[config.mk]
export PLATFORM = sky130hd
export DESIGN_NAME = dram_arbiter
export DESIGN_NICKNAME = d
export VERILOG_FILES = /design/src/rtl/dram_arbiter.sv
export SDC_FILE = /design/constraint.sdc
export NUM_CORES = 1
export LEC_CHECK = 0
export CAP_MARGIN = 40
export CORE_ASPECT_RATIO = 0.9
export CORE_MARGIN = 3
export CORE_UTILIZATION = 42
export DETAILED_ROUTE_END_ITERATION = 7
export PLACE_DENSITY = 0.8
export SETUP_SLACK_MARGIN = 0.3
export SYNTH_ARGS = -nofsm -noshare
export SYNTH_HDL_FRONTEND = slang
export SYNTH_SLANG_ARGS = --single-unit
[constraint.sdc]
create_clock -name clk -period 2.7 [get_ports clk]
set_clock_uncertainty 0.15 [all_clocks]
set_input_delay 0.54 -clock clk [delete_from_list [all_inputs] [get_ports clk]]
set_output_delay 0.54 -clock clk [all_outputs]
set_load 0.005 [all_outputs]
[src/rtl/dram_arbiter.sv]
// dram_arbiter: shares the single-port data RAM between the Processor (P)
// and the host/loader port (H). One grant per cycle, read responses are
// routed back to their issuer through an RD_LAT-deep owner tag pipeline.
// Optional feature macro: ROUND_ROBIN_EN. When it is defined, the arbiter
// alternates strictly under contention. Otherwise P has fixed priority and a
// HOLD_MAX starvation guard protects H.
module dram_arbiter #(
    parameter int AW       = 16,
    parameter int DW       = 16,
    parameter int RD_LAT   = 1,
    parameter int HOLD_MAX = 8
) (
    input  logic          clk,
    input  logic          reset_n,
    input  logic          p_req,
    input  logic          p_we,
    input  logic [AW-1:0] p_addr,
    input  logic [DW-1:0] p_wdata,
    output logic          p_gnt,
    output logic          p_rvalid,
    output logic [DW-1:0] p_rdata,
    input  logic          h_req,
    input  logic          h_we,
    input  logic [AW-1:0] h_addr,
    input  logic [DW-1:0] h_wdata,
    output logic          h_gnt,
    output logic          h_rvalid,
    output logic [DW-1:0] h_rdata,
    output logic [AW-1:0] mem_addr,
    output logic [DW-1:0] mem_wdata,
    output logic          mem_we,
    input  logic [DW-1:0] mem_rdata,
    output logic          busy
);
    typedef enum logic [1:0] {IDLE, OWN_P, OWN_H} state_t;

    state_t            state_reg;
    logic              grant_p;
    logic              grant_h;
    logic [RD_LAT-1:0] tag_p_reg;
    logic [RD_LAT-1:0] tag_h_reg;
    logic [AW-1:0]     addr_reg;
    logic [DW-1:0]     wdata_reg;
    logic [DW-1:0]     p_rdata_reg;
    logic [DW-1:0]     h_rdata_reg;

`ifndef ROUND_ROBIN_EN
    localparam logic [7:0] HOLD_LIM = 8'(HOLD_MAX);
    logic [7:0] hold_reg;
`endif

    // Grant decision from the registered last owner; reset forces no grant.
    always_comb begin
        grant_p = 1'b0;
        grant_h = 1'b0;
        if (reset_n) begin
            if (p_req && h_req) begin
`ifdef ROUND_ROBIN_EN
                if (state_reg == OWN_P) grant_h = 1'b1;
                else                    grant_p = 1'b1;
`else
                if (state_reg == OWN_P && hold_reg == HOLD_LIM) grant_h = 1'b1;
                else                                            grant_p = 1'b1;
`endif
            end else if (p_req) begin
                grant_p = 1'b1;
            end else if (h_req) begin
                grant_h = 1'b1;
            end
        end
    end

    // Last-owner FSM: remembers who was served, drops to IDLE with no request.
    always_ff @(posedge clk or negedge reset_n) begin
        if (!reset_n)     state_reg <= IDLE;
        else if (grant_p) state_reg <= OWN_P;
        else if (grant_h) state_reg <= OWN_H;
        else              state_reg <= IDLE;
    end

`ifndef ROUND_ROBIN_EN
    // Counts P grants while H is kept waiting; saturates at the limit.
    always_ff @(posedge clk or negedge reset_n) begin
        if (!reset_n)                            hold_reg <= '0;
        else if (grant_h || !h_req)              hold_reg <= '0;
        else if (grant_p && hold_reg != HOLD_LIM) hold_reg <= hold_reg + 8'd1;
    end
`endif

    // Owner tag pipeline: a bit enters at read acceptance and leaves RD_LAT cycles later.
    always_ff @(posedge clk or negedge reset_n) begin
        if (!reset_n) begin
            tag_p_reg <= '0;
            tag_h_reg <= '0;
        end else begin
            tag_p_reg[0] <= grant_p & ~p_we;
            tag_h_reg[0] <= grant_h & ~h_we;
            for (int i = 1; i < RD_LAT; i++) begin
                tag_p_reg[i] <= tag_p_reg[i-1];
                tag_h_reg[i] <= tag_h_reg[i-1];
            end
        end
    end

    // Remember the last driven address/data so the bus holds when idle.
    always_ff @(posedge clk or negedge reset_n) begin
        if (!reset_n) begin
            addr_reg  <= '0;
            wdata_reg <= '0;
        end else if (grant_p || grant_h) begin
            addr_reg  <= mem_addr;
            wdata_reg <= mem_wdata;
        end
    end

    // Keep each port's last response so rdata holds between pulses.
    always_ff @(posedge clk or negedge reset_n) begin
        if (!reset_n) begin
            p_rdata_reg <= '0;
            h_rdata_reg <= '0;
        end else begin
            if (p_rvalid) p_rdata_reg <= mem_rdata;
            if (h_rvalid) h_rdata_reg <= mem_rdata;
        end
    end

    assign p_gnt     = grant_p;
    assign h_gnt     = grant_h;
    assign mem_we    = (grant_p & p_we) | (grant_h & h_we);
    assign mem_addr  = grant_p ? p_addr  : (grant_h ? h_addr  : addr_reg);
    assign mem_wdata = grant_p ? p_wdata : (grant_h ? h_wdata : wdata_reg);
    assign p_rvalid  = tag_p_reg[RD_LAT-1];
    assign h_rvalid  = tag_h_reg[RD_LAT-1];
    assign p_rdata   = p_rvalid ? mem_rdata : p_rdata_reg;
    assign h_rdata   = h_rvalid ? mem_rdata : h_rdata_reg;
    assign busy      = grant_p | grant_h | (|tag_p_reg) | (|tag_h_reg);

endmodule

==> results.yml <==
outcome:
  outcome: "finished, violations left"
  violations: "negative setup slack"
pwr:
  power_density_nw_per_um2: 518.2
  power_w: 0.003244
  irDropWorstVdd_uv: 291.2
  p_int_w: 0.002394
  swShare: 0.2621
  p_switching_w: 0.0008502
  p_comb_frac: 0.293
  pwr-share-clk: 0.294
  power_leakage_nw: 2.925
  p_seq_frac: 0.413
sta:
  rsz0062_at_grt: "true"
  slew_headroom: 0.5521
  worst_slack_ns: -0.3817
  slew_violations: 0
  fin_crit_sh: 1.141
  setup_viol: 35
  finalCriticalPeriod_ns: 3.082
  tightest_slew_ns: 0.6719
  tns_ns: -11.37
  finalHoldViolCount: 0
  fmax_mhz: 324.5
synth:
  synth_top_family_by_area: "compound AO/OA/AOI/OAI gates"
  seq_area_frac_synth: 0.5272
  synth_fp_nets: 367
  synthArstFlopShare: 1.000
  synth_top_area_frac: 0.5272
  muxShareOfSynthArea: 0.1030
  synthCells: 279
  yosysMostFrequentCell: "dfrtp_1"
  synth_cell_types: 32
  ys_top_cells_by_count: "76 x dfrtp_1, 64 x a221o_1, 34 x and2_1"
  synth_compound_area_frac: 0.1873
  yosysWarnings: 0
  ys.flop_type: "dfrtp_1"
  yosys-top-cells-area: "dfrtp_1 53%, a221o_1 18%, mux2_2 10%"
  synth_area_um2: 3607
  avgSynthCellArea_um2: 12.93
  yosys.area_share.xor_xnor: 0.01457
  synth-simple-area-share: 0.1162
  synth_top_area_cell: "dfrtp_1"
  synth_enable_flop_cells: 0
  synth_adder_area_share: 0.006937
  ys_ff_latch: 76
clocking:
  cts.path.max_buffers: 2
  clkLatencyLatePin_ns: 0.34
  h-tree-depth: 3
  clockRootBuffer: "clkbuf_8"
  cts.sinks: 76
  cts_tree: "yes"
  path_clk_slew_ns: 0.08
  cts_buffers: 9
place:
  place_area_um2: 5484
  dpl.cell_count: 561
  dpl.hpwl_mm: 7.423
  globalplace.congestion: 0.7994
  port_buffers: 155
routing:
  postRouteAntennaNets: 0
  drt-wirelength-per-cell_um: 20.46
  vias_per_cell: 5.521
  wl_mm: 12.73
  vias: 3434
  drc: 0
  first_pass_iters: 6
  drt_iter0_markers: 243
finish:
  multi_input_area_um2: 1620
  antennaDiodeCount: 0
  stdcell_area_um2: 6260
  final_nets: 590
  regArea_um2: 1904
  post_layout_nonfiller_instances: 622
  area_growth_syn_to_layout_pct: 73.53
  drive_gt1_frac: 0.3471
  n_fill_cell: 521
setup_path:
  path_max_fanout: 7
  r2r_cells: 11
  regToRegSetupSlack_ns: 0.23
  crit_path_end: "mem_addr[4]"
  cp.arrival_ns: 2.39
  crit_type: "reg2out"
  worstPathRequired_ns: 2.01
  regToRegStartpoint: "hold_reg[0]"
  r2r-end: "addr_reg[6]"
  start_kind: "flip-flop"
  critPathCaptureType: "output port"
  crit_start: "hold_reg[0]"
die:
  rows: 31
  fp.dieW_um: 103.7
  die_area_um2: 9738
  io-pin-count: 156
  core_um2: 8184
  start_util: 0.4408
  fp.dieH_um: 93.92
global_routing:
  grt.total_usage: 0.2546
  grt_max_degree: 54
  grt_pass1_vias: 3585
  antenna_found_initial: 0
  grt-ovfl-total: 0
  grt_pass1_wl_mm: 19.27
worst_hold_path:
  min_path_type: "in2async"
job:
  max-cap-violations: 0
power by group through the flow:
stage | Sequential (W) | Combinational (W) | Clock [W]
3_3_place_gp | 0.00135 | 0.000927 | 0
6_report | 0.00134 | 0.000950 | 0.000953
5_1_grt | 0.00136 | 0.00101 | 0.00102
4_1_cts | 0.00134 | 0.000920 | 0.000966
2_1_floorplan | 0.00134 | 0.000364 | 0
3_5_place_dp | 0.00136 | 0.000947 | 0
worst min path at each step:
stage / endpoint / slack, ns / cells after the start
global route: state_reg[0] / 0.13 / 2
CTS: wdata_reg[6] / 0.09 / 2
global placement: state_reg[1] / 0.19 / 1
finish: state_reg[0] / 0.12 / 2
floorplan: addr_reg[0] / 0.09 / 0
detailed placement: state_reg[1] / 0.20 / 1
stage by stage:
step	setup slack [ns]	utilization	hold slack, ns
4_1_cts	-0.3302	0.7494	0.09292
5_1_grt	-0.4986	0.7649	0.1339
3_3_place_gp	-0.4029	0.6701	0.1929
6_report	-0.3817	0.7649	0.1157
3_5_place_dp	-0.4269	0.6701	0.1958
2_1_floorplan	0.3141	-	0.09441
cell usage in the layout (no fill, tap or decap), types with 2 or more instances in the layout:
cell,count
xnor2_1,4
clkinv_2,2
mux2_2,33
nand4_1,3
buf_4,38
and3_1,5
dlymetal6s2s_1,5
dfrtp_2,2
clkbuf_8,9
nor2_1,3
nor3_1,4
and2_1,34
nand2b_4,2
a221o_1,64
clkdlybuf4s50_1,84
bufbuf_16,2
nand2_1,5
xor2_1,2
buf_6,18
dlygate4sd2_1,28
inv_1,4
clkbuf_2,2
buf_8,4
buf_16,8
buf_2,33
nor2b_1,2
dfrtp_1,74
bufinv_16,2
buf_12,9
area by class of cell:
class | count | share of cell area
repair buffers | 233 | 0.3766
flip-flops and latches | 76 | 0.3042
multi-input cells | 177 | 0.2588
clock buffers | 10 | 0.02039
inverters | 5 | 0.002998
well taps | 115 | 0.02299
clock inverters | 6 | 0.01399
worst max-delay path: stages (launching register included):
cell     delay (ns)
dfrtp_1        0.42
inv_2          0.09
ha_4           0.12
nor4b_4        0.25
nand4_1        0.19
and2_4         0.23
buf_6          0.15
buf_16         0.14
a221o_1        0.33
buf_2          0.13
layer usage:
metal | global-route usage | share of wire | vias to the layer above
met5 | 0 | 0 | -
met4 | 0.09413 | 0.024 | 0
met3 | 0.06117 | 0.072 | 24
met2 | 0.4450 | 0.49 | 190
met1 | 0.3094 | 0.41 | 1684
li1 | - | - | 1536
cells by family (layout without fill, tap and decap cells):
logic type	count (synthesis)	in the layout
xor+xnor	6	6
buf+inv	27	254
simple gates	66	67
fa+ha+maj	2	2
flops	76	76
mux	33	33
compound gates	69	69
timing repair:
item	in CTS	in global routing
setup endpoints to repair	65	94
hold endpoints to repair	1	0
hold buffers	1	0
pin swaps	35	36
setup buffers	26	6
resized for setup	202	24
cloned	11	1
(Power assumes the default switching activity.)
